## src/rtl/logic_slice_sequencer_if.sv

```systemverilog
// Handshake and result bus for the logic slice sequencer.
// The master presents operands; the slave walks them through a narrow slice.
interface logic_slice_sequencer_if #(
  parameter int WIDTH = 32
);
  logic             in_valid;
  logic             in_ready;
  logic [WIDTH-1:0] operandA;
  logic [WIDTH-1:0] operandB;
  logic [1:0]       ctrl_op;
  logic [WIDTH-1:0] result;
  logic             result_valid;
  logic             result_zero;
  logic             busy;

  modport master (
    output in_valid, operandA, operandB, ctrl_op,
    input  in_ready, result, result_valid, result_zero, busy
  );

  modport slave (
    input  in_valid, operandA, operandB, ctrl_op,
    output in_ready, result, result_valid, result_zero, busy
  );
endinterface

```

## src/rtl/logic_slice_sequencer.sv

```systemverilog
// Drives one SLICE-wide bitwise logic slice across a WIDTH-bit operand pair,
// LSB chunk first, and assembles the result over NSLICE cycles.
module logic_slice_sequencer #(
  parameter int WIDTH = 32,
  parameter int SLICE = 8
) (
  input  logic                  clock,
  input  logic                  reset,
  logic_slice_sequencer_if.slave bus
);
  localparam int NSLICE = WIDTH / SLICE;
  localparam int CNT_W  = (NSLICE > 1) ? $clog2(NSLICE) : 1;
  localparam logic [CNT_W-1:0] LAST = CNT_W'(NSLICE - 1);

  typedef enum logic [1:0] {IDLE, RUN, DONE} state_t;

  state_t           state, state_nxt;
  logic [CNT_W-1:0] count;
  logic [WIDTH-1:0] a_p0, b_p0;
  logic [1:0]       op_p0;
  logic [WIDTH-1:0] result_p1;
  logic [SLICE-1:0] chunk;
  logic             accept;

  function automatic logic [SLICE-1:0] slice_op(input logic [1:0]       op,
                                                input logic [SLICE-1:0] a,
                                                input logic [SLICE-1:0] b);
    case (op)
      2'b00:   return a & b;
      2'b01:   return a | b;
      2'b10:   return a ^ b;
      default: return ~(a | b);
    endcase
  endfunction

  assign accept = (state == IDLE) && bus.in_valid;

  always_ff @(posedge clock) begin
    if (reset) state <= IDLE;
    else       state <= state_nxt;
  end

  always_comb begin
    state_nxt = state;
    case (state)
      IDLE:    if (bus.in_valid) state_nxt = RUN;
      RUN:     if (count == LAST) state_nxt = DONE;
      DONE:    state_nxt = IDLE;
      default: state_nxt = IDLE;
    endcase
  end

  // Count holds at LAST on the final chunk; only a new accept rewinds it.
  always_ff @(posedge clock) begin
    if (reset)                        count <= '0;
    else if (accept)                  count <= '0;
    else if (state == RUN && count != LAST) count <= count + 1'b1;
  end

  // Stage 0: operand capture at accept, held for the whole walk
  always_ff @(posedge clock) begin
    if (accept) begin
      a_p0  <= bus.operandA;
      b_p0  <= bus.operandB;
      op_p0 <= bus.ctrl_op;
    end
  end

  always_comb begin
    chunk = slice_op(op_p0,
                     a_p0[int'(count)*SLICE +: SLICE],
                     b_p0[int'(count)*SLICE +: SLICE]);
  end

  // Stage 1: result assembly; unwritten chunks stay zero until their turn
  always_ff @(posedge clock) begin
    if (reset)             result_p1 <= '0;
    else if (accept)       result_p1 <= '0;
    else if (state == RUN) result_p1[int'(count)*SLICE +: SLICE] <= chunk;
  end

  assign bus.in_ready     = (state == IDLE);
  assign bus.busy         = (state != IDLE);
  assign bus.result       = result_p1;
  assign bus.result_valid = (state == DONE);
  assign bus.result_zero  = (state == DONE) && (result_p1 == '0);
endmodule
```

## src/flat_wrapper.sv

```systemverilog
// flat-port wrapper written by rule: the top's interface ports become plain ports
module logic_slice_sequencer_flat 
#(
  parameter int WIDTH = 32,
  parameter int SLICE = 8
)
  (clock, reset, bus_in_valid, bus_operandA, bus_operandB, bus_ctrl_op, bus_in_ready, bus_result, bus_result_valid, bus_result_zero, bus_busy);
  logic_slice_sequencer_if #(.WIDTH(WIDTH)) bus_i ();
  input  logic clock;
  input  logic reset;
  input wire logic [$bits(bus_i.in_valid)-1:0] bus_in_valid;
  input wire logic [$bits(bus_i.operandA)-1:0] bus_operandA;
  input wire logic [$bits(bus_i.operandB)-1:0] bus_operandB;
  input wire logic [$bits(bus_i.ctrl_op)-1:0] bus_ctrl_op;
  output wire logic [$bits(bus_i.in_ready)-1:0] bus_in_ready;
  output wire logic [$bits(bus_i.result)-1:0] bus_result;
  output wire logic [$bits(bus_i.result_valid)-1:0] bus_result_valid;
  output wire logic [$bits(bus_i.result_zero)-1:0] bus_result_zero;
  output wire logic [$bits(bus_i.busy)-1:0] bus_busy;
  assign bus_i.in_valid = bus_in_valid;
  assign bus_i.operandA = bus_operandA;
  assign bus_i.operandB = bus_operandB;
  assign bus_i.ctrl_op = bus_ctrl_op;
  assign bus_in_ready = bus_i.in_ready;
  assign bus_result = bus_i.result;
  assign bus_result_valid = bus_i.result_valid;
  assign bus_result_zero = bus_i.result_zero;
  assign bus_busy = bus_i.busy;
  logic_slice_sequencer #(.WIDTH(WIDTH), .SLICE(SLICE)) u_core (.clock(clock), .reset(reset), .bus(bus_i));
endmodule
```

## config.mk

```make
export PLATFORM = sky130hd
export DESIGN_NAME = logic_slice_sequencer_flat
export DESIGN_NICKNAME = d
export VERILOG_FILES = /design/src/rtl/logic_slice_sequencer_if.sv /design/src/rtl/logic_slice_sequencer.sv /design/src/flat_wrapper.sv
export SDC_FILE = /design/constraint.sdc
export NUM_CORES = 1
export LEC_CHECK = 0
export CELL_PAD_IN_SITES_DETAIL_PLACEMENT = 1
export CELL_PAD_IN_SITES_GLOBAL_PLACEMENT = 1
export CORE_UTILIZATION = 37
export CTS_BUF_LIST = sky130_fd_sc_hd__clkbuf_8
export DETAILED_ROUTE_END_ITERATION = 10
export GPL_TIMING_DRIVEN = 0
export HOLD_SLACK_MARGIN = 0.06
export PLACE_DENSITY_LB_ADDON = 0.1
export SYNTH_ARGS = -nofsm -noshare
export SYNTH_HDL_FRONTEND = slang
export SYNTH_SLANG_ARGS = --single-unit
```

## constraint.sdc

```tcl
create_clock -name clock -period 2.93 [get_ports clock]
set_clock_uncertainty 0.05 [all_clocks]
set_input_delay 0.586 -clock clock [delete_from_list [all_inputs] [get_ports clock]]
set_output_delay 0.586 -clock clock [all_outputs]
set_load 0.02 [all_outputs]
```

**Yosys cells after proc, flatten, opt, wreduce, memory -nomap -nowiden**

Cells that the tools add are included.

- Register bits after elaboration: 102
- Output and inout bits: 36

- Add/subtract/negate cells: 2
- Equality and inequality tests: 8
- Shifts and indexed selects: 4
- Muxes and demuxes: 5
- Bitwise operators: 4
- Reductions and logical operators: 9

Operators by type and width:

| operator | number |
|---|---|
| $shiftx A32 B6 Y8 | 2 |
| $neg A5 Y33 | 1 |
| $shift A8 B33 Y32 const A | 1 |
| $shiftx A8 B33 Y32 | 1 |
| $bwmux W32 | 1 |
| $logic_not A32 Y1 | 1 |
| $pmux W8 S3 | 1 |
| $and A8 B8 Y8 | 1 |
| $not A8 Y8 | 1 |
| $or A8 B8 Y8 | 1 |
| $xor A8 B8 Y8 | 1 |
| $eq A2 B2 Y1 const B | 3 |
| $eq A2 B1 Y1 const B | 2 |
| $logic_not A2 Y1 | 2 |
| $mux W2 | 2 |
| $ne A2 B2 Y1 const B | 2 |
| $pmux W2 S2 | 1 |
| $logic_and A1 B1 Y1 | 3 |
| $add A2 B1 Y2 const B | 1 |
| $ne A2 B1 Y1 const B | 1 |
| $reduce_and A2 Y1 | 1 |
| $reduce_bool A2 Y1 | 1 |
| $reduce_or A2 Y1 | 1 |

**Logic depth before layout (Yosys ltp)**

- Depth after elaboration: 6
- Mapped depth: 9

**Worst setup path before layout**

No wires, ideal clock.

- Path type: register -> register
- Start point: register u_core.state[0]
- End point: register u_core.a_p0[0], enable pin
- Library setup time: 0.433 ns
- Arrival: 2.601 ns
- Required time: 2.447 ns
- Setup slack: -0.154 ns
- Stages on the path, launching flop included: 5
- Clock period less this slack: 3.084 ns
- Cell sequence: dfxtp_1 -> buf_2 -> or2_2 -> inv_1 -> and2_1

- Cells in the longest elaborated chain, start to end: 2

Ends and longest elaborated chain:

| item | line | source |
|---|---|---|
| start, declared | logic_slice_sequencer.sv:17 | `state_t state, state_nxt;` |
| start signal, assigned | logic_slice_sequencer.sv:40 | `else state <= state_nxt;` |
| $logic_not A2 Y1 | - |  |
| named net bus_in_ready | flat_wrapper.sv:15 | `output wire logic [$bits(bus_i.in_ready)-1:0] bus_in_ready;` |
| $logic_and A1 B1 Y1 | logic_slice_sequencer.sv:36 | `assign accept = (state == IDLE) && bus.in_valid;` |
| named net u_core.accept | logic_slice_sequencer.sv:23 | `logic accept;` |
| end signal, assigned | logic_slice_sequencer.sv:63 | `a_p0 <= bus.operandA;` |
| end, declared | logic_slice_sequencer.sv:19 | `logic [WIDTH-1:0] a_p0, b_p0;` |

The timed path passes the listed nets, and every way through them passes these cells.
A chain may end at the register's enable or synchronous reset.

**Worst setup path in the final report**

- Start point: register u_core.count[0]
- End point: register u_core.result_p1[28], in the netlist u_core.bus.result[28]

- Cells in the longest elaborated chain, start to end: 6
- Elaborated cells on any way between the ends: 11
- Those cells by class: 1 x add/sub; 4 x shift; 2 x mux; 4 x bitwise

Ends and longest elaborated chain:

| item | line | source |
|---|---|---|
| start, declared | logic_slice_sequencer.sv:18 | `logic [CNT_W-1:0] count;` |
| start signal, assigned | logic_slice_sequencer.sv:57 | `else if (state == RUN && count != LAST) count <= count + 1'b1;` |
| $shiftx A32 B6 Y8, on equally long branches | logic_slice_sequencer.sv:71, logic_slice_sequencer.sv:72 |  |
| $or A8 B8 Y8 | logic_slice_sequencer.sv:30, logic_slice_sequencer.sv:32 |  |
| $not A8 Y8 | logic_slice_sequencer.sv:32 | `default: return ~(a \| b);` |
| $pmux W8 S3 | logic_slice_sequencer.sv:28 | `case (op)` |
| $shiftx A8 B33 Y32 | logic_slice_sequencer.sv:79 | `else if (state == RUN) result_p1[int'(count)*SLICE +: SLICE] <= chunk;` |
| $bwmux W32 (*) | logic_slice_sequencer.sv:79 |  |
| end signal, assigned by index | logic_slice_sequencer.sv:79 |  |
| end, declared | logic_slice_sequencer.sv:21 | `logic [WIDTH-1:0] result_p1;` |

Mark *: on every way between the ends. The rest lies on a longest branch, timed or not.

==> impl_results.html <==
<table>
<tr><th>Metric</th><th>Value</th></tr>
<tr><th colspan="2">STA</th></tr>
<tr><td>Rel. slew slack</td><td>roughly two fifths</td></tr>
<tr><td>Final setup violation count</td><td>0</td></tr>
<tr><td>Final period demand of the worst path</td><td>~2.7 ns</td></tr>
<tr><td>Max-slew violation total from the final report</td><td>0</td></tr>
<tr><td>Fraction of the cycle the final worst path needs</td><td>between 90% and 100%</td></tr>
<tr><td>Unrepaired setup endpoints after global routing</td><td>no</td></tr>
<tr><td>Sum of negative setup slack</td><td>0 ns</td></tr>
<tr><td>Total count of hold-check failures in the final report</td><td>0</td></tr>
<tr><td>Peak Freq</td><td>between 0.3 and 0.4 GHz</td></tr>
<tr><td>Least setup slack across all paths after layout</td><td>0.269 ns</td></tr>
<tr><td>Actual slew at the worst max-slew pin</td><td>between 0.8 and 0.9 ns</td></tr>
<tr><th colspan="2">Finish</th></tr>
<tr><td>Top library cells by usage in the layout, fill and taps aside</td><td>sky130_fd_sc_hd__clkdlybuf4s50_1 (103), sky130_fd_sc_hd__edfxtp_1 (66), sky130_fd_sc_hd__dfxtp_1 (36)</td></tr>
<tr><td>Fraction of final layout cells sized beyond drive strength 1</td><td>between 10% and 20%</td></tr>
<tr><td>P&amp;R area growth vs syn</td><td>33.1%</td></tr>
<tr><td>Ant diodes</td><td>0</td></tr>
<tr><td>Area of all sequential standard cells</td><td>between 2000 and 3000 µm²</td></tr>
<tr><td>Post-layout nets</td><td>493</td></tr>
<tr><td>Final instance area</td><td>about 5700 µm²</td></tr>
<tr><td>Footprint of the multi-input gates</td><td>1480 µm²</td></tr>
<tr><td>Number of fill cells in the layout</td><td>about 1200</td></tr>
<tr><td>Most frequent standard cell in the layout excluding fill and tap cells</td><td>sky130_fd_sc_hd__clkdlybuf4s50_1</td></tr>
<tr><th colspan="2">Route</th></tr>
<tr><td>DRC violations left</td><td>0</td></tr>
<tr><td>Via count normalized by instance count</td><td>5.09</td></tr>
<tr><td>Count of vias placed by the detailed router</td><td>2800</td></tr>
<tr><td>Residual antenna-violating net count after detailed routing</td><td>0</td></tr>
<tr><td>Final wirelength</td><td>about 9.4 mm</td></tr>
<tr><td>First-pass iteration count of the detailed router</td><td>4</td></tr>
<tr><td>Routed len/inst</td><td>roughly 17 µm</td></tr>
<tr><td>Iter 0 DRT Violations</td><td>103</td></tr>
<tr><th colspan="2">Logic synthesis</th></tr>
<tr><td>Largest area contributor in the synthesized netlist</td><td>sky130_fd_sc_hd__edfxtp_1</td></tr>
<tr><td>Library cells used by synthesis</td><td>35</td></tr>
<tr><td>Synthesis Warnings</td><td>0</td></tr>
<tr><td>Sequential fraction of the synthesis area</td><td>62.8%</td></tr>
<tr><td>Synth top area share</td><td>a little under half</td></tr>
<tr><td>Post-synth net total</td><td>between 300 and 400</td></tr>
<tr><td>Top cells by area, synth</td><td>sky130_fd_sc_hd__edfxtp_1 (46%), sky130_fd_sc_hd__dfxtp_1 (17%), sky130_fd_sc_hd__mux4_2 (8.4%)</td></tr>
<tr><td>Cell area after synthesis</td><td>about 4300 µm²</td></tr>
<tr><td>Avg Cell Area, Syn</td><td>about 15 µm²</td></tr>
<tr><td>Number of standard cells after synthesis</td><td>288</td></tr>
<tr><td>Count of state elements after synthesis</td><td>about 100</td></tr>
<tr><th colspan="2">Run</th></tr>
<tr><td># Max-Cap Violations</td><td>0</td></tr>
<tr><th colspan="2">Floorplan</th></tr>
<tr><td>Number of standard-cell rows in the floorplan</td><td>39</td></tr>
<tr><td>Overall die height</td><td>between 100 and 150 µm</td></tr>
<tr><td>Horizontal die dimension</td><td>between 100 and 150 µm</td></tr>
<tr><td>Ports placed on the boundary</td><td>105</td></tr>
<tr><td>Initial core utilization</td><td>roughly 38%</td></tr>
<tr><td>Floorplan die area</td><td>about 12000 µm²</td></tr>
<tr><td>Core area</td><td>11400 µm²</td></tr>
<tr><th colspan="2">CTS</th></tr>
<tr><td>Number of buffers inserted for hold repair after clock tree synthesis</td><td>0</td></tr>
<tr><td>Maximum root-to-sink buffer count</td><td>2</td></tr>
<tr><td>Sink Count</td><td>~100</td></tr>
<tr><td>Root Buffer</td><td>sky130_fd_sc_hd__clkbuf_8</td></tr>
<tr><td>Number of buffers created by CTS</td><td>9</td></tr>
<tr><td>H-tree levels</td><td>3</td></tr>
<tr><td>Clock transition at the register clock pins on the worst setup and hold paths after CTS</td><td>about 0.10 ns</td></tr>
<tr><td>Clk_lat worst skew</td><td>about 0.36 ns</td></tr>
<tr><td>TritonCTS clock tree</td><td>yes</td></tr>
<tr><th colspan="2">Power</th></tr>
<tr><td>Sequential share of power</td><td>55.8%</td></tr>
<tr><td>Clk network pwr share</td><td>30.2%</td></tr>
<tr><td>Combinational Power Share</td><td>14.0%</td></tr>
<tr><td>Sw frac</td><td>24.3%</td></tr>
<tr><td>Net Sw Power</td><td>a little over 700 µW</td></tr>
<tr><td>Internal power</td><td>2220 µW</td></tr>
<tr><td>Static leakage</td><td>roughly 0.002 µW</td></tr>
<tr><td>Maximum ir drop on the vdd rail</td><td>0.000227 V</td></tr>
<tr><td>P per Cell Area</td><td>~510 nW/µm²</td></tr>
<tr><td>Pwr Total</td><td>just under 3000 µW</td></tr>
<tr><th colspan="2">GRT</th></tr>
<tr><td>Maximum number of pins on one net before global-route repair</td><td>69</td></tr>
<tr><td>First-pass GRT wire length</td><td>about 15 mm</td></tr>
<tr><td>Total global-route track usage</td><td>approximately 17%</td></tr>
<tr><td>Vias in the first global route</td><td>between 2000 and 3000</td></tr>
<tr><td>Leftover overflow at the end of global routing</td><td>0</td></tr>
<tr><td>Number of antenna violations at the first check in global routing</td><td>0</td></tr>
<tr><th colspan="2">Setup path</th></tr>
<tr><td>Data arrival at the endpoint of the critical path</td><td>about 2.9 ns</td></tr>
<tr><td>Critical path data required time</td><td>roughly 3.1 ns</td></tr>
<tr><td>Sort of element at the end of the critical path</td><td>flip-flop</td></tr>
<tr><td>Classification of the worst setup path</td><td>reg2reg</td></tr>
<tr><td>Critical-path cell list</td><td>buf_2 -&gt; buf_4 -&gt; mux4_2 -&gt; inv_1 -&gt; ha_1 -&gt; mux2_2 -&gt; a21oi_2 -&gt; o2bb2ai_1</td></tr>
<tr><td>Peak fanout along the critical path</td><td>10</td></tr>
<tr><td>Crit path launch type</td><td>flip-flop</td></tr>
<tr><td>Critical-path top delay cell</td><td>sky130_fd_sc_hd__mux4_2</td></tr>
<tr><td>Slowest Stage Delay on Critical Path</td><td>around 0.55 ns</td></tr>
<tr><th colspan="2">Run status</th></tr>
<tr><td>Status</td><td>completed</td></tr>
<tr><th colspan="2">Place</th></tr>
<tr><td>Final HPWL DP</td><td>about 7.1 mm</td></tr>
<tr><td>Post-placement cell area</td><td>roughly 5500 µm²</td></tr>
<tr><td>RD Place Congestion</td><td>~0.76</td></tr>
<tr><td>Input/output buffers</td><td>just over 100</td></tr>
<tr><td>Setup slack after placement</td><td>0.0350 ns</td></tr>
<tr><th colspan="2">Worst hold path</th></tr>
<tr><td>Classification of the worst-slack hold path</td><td>reg2reg</td></tr>
</table>
-- state kept, by name, summed over array words and instances (netlist names) --
register / cells
u_core.a_p0: 32
u_core.b_p0: 32
u_core.bus.result: 32
u_core.count: 2
u_core.op_p0: 2
u_core.state: 2
-- critical path, delay by kind of cell (launching register included) --
family,cells,cell delay (ns)
multiplexers,2,0.82
buffers and inverters,3,0.62
AO/OA/AOI/OAI,2,0.44
flip-flops,1,0.40
adder cells (fa/ha/maj),1,0.22
-- power groups by stage --
stage / clock [µW] / combinational [µW] / sequential [µW]
CTS: 920 / 411 / 1630
detailed placement: 0 / 408 / 1670
global placement: 0 / 396 / 1660
global route: 963 / 455 / 1640
finish: 883 / 409 / 1630
floorplan: 0 / 219 / 1670
-- Yosys cell counts --
library cell / instances
sky130_fd_sc_hd__mux2_2: 5
sky130_fd_sc_hd__nor2_1: 11
sky130_fd_sc_hd__buf_6: 1
sky130_fd_sc_hd__nor4_1: 8
sky130_fd_sc_hd__ha_1: 22
sky130_fd_sc_hd__nor4b_4: 1
sky130_fd_sc_hd__a22o_1: 12
sky130_fd_sc_hd__nand2b_1: 2
sky130_fd_sc_hd__nand3_1: 1
sky130_fd_sc_hd__a21oi_1: 13
sky130_fd_sc_hd__and4b_1: 1
sky130_fd_sc_hd__nor2_2: 1
sky130_fd_sc_hd__mux4_2: 16
sky130_fd_sc_hd__inv_1: 19
sky130_fd_sc_hd__buf_4: 3
sky130_fd_sc_hd__buf_1: 1
sky130_fd_sc_hd__and4_1: 1
sky130_fd_sc_hd__dfxtp_1: 36
sky130_fd_sc_hd__nand2_1: 6
sky130_fd_sc_hd__nor3b_1: 1
sky130_fd_sc_hd__edfxtp_1: 66
sky130_fd_sc_hd__or2_2: 1
sky130_fd_sc_hd__xnor2_1: 1
sky130_fd_sc_hd__a211oi_1: 6
sky130_fd_sc_hd__buf_2: 6
sky130_fd_sc_hd__nor3b_2: 2
sky130_fd_sc_hd__nand2_2: 1
sky130_fd_sc_hd__nand4_1: 4
sky130_fd_sc_hd__nand4b_1: 1
sky130_fd_sc_hd__clkbuf_1: 1
sky130_fd_sc_hd__nor3_1: 6
sky130_fd_sc_hd__o2bb2ai_1: 20
sky130_fd_sc_hd__o21bai_1: 3
sky130_fd_sc_hd__nor2b_1: 7
sky130_fd_sc_hd__and2_1: 2
-- area by class of cell --
cell class              instances  share of cell area, %
repair buffers                103                   18.0
well taps                     143                   3.12
clock inverters                 7                   1.24
multi-input cells             155                   25.8
inverters                      19                   1.24
clock buffers                   9                   2.16
plain buffers                  12                   1.24
flip-flops and latches        102                   47.2
-- cell families (layout without fill, tap and decap cells) --
group,after synthesis,in the layout,synth area share (%)
adders and majority gates,22,22,6.40
DFF,102,102,62.8
and+or+nand+nor,57,57,8.02
xor gates and xnor gates,1,1,0.204
buffers and inverters,31,150,3.31
muxes,21,21,9.68
AOI/OAI and AO/OA,54,54,9.59
-- stage by stage --
step	cells	util [%]	hold WS, ns
floorplan	288	-	0.481
CTS	550	50.2	0.446
detailed placement	534	48.5	0.427
global route	550	50.4	0.456
finish	550	50.4	0.443
global placement	534	48.5	0.424
-- path summary, 6_finish.rpt --
kind,startpoint,endpoint,slack (ns),cells past startpoint
worst max-delay path,u_core.count[0],u_core.bus.result[28],0.27,8
worst min-delay path,u_core.bus.result[4],u_core.bus.result[4],0.44,1
worst max register to register,u_core.count[0],u_core.bus.result[28],0.27,8
worst min register to register,u_core.bus.result[4],u_core.bus.result[4],0.44,1
-- layer usage --
layer / up-vias / share of wire (%) / track usage (%)
met3: 8 / 4.2 / 3.73
met2: 80 / 50 / 28.7
met1: 1373 / 45 / 20.7
met5: - / 0 / 0
li1: 1339 / - / -
met4: 0 / 1.1 / 5.71
-- repair_timing --
| item | 4_1_cts | 5_1_grt |
|---|---|---|
| hold endpoints to repair | 0 | 0 |
| resized for setup | 0 | 5 |
| setup buffers | 0 | 0 |
| endpoints found under the setup margin | 0 | 17 |
No activity file was read; power rests on OpenSTA's default activity.
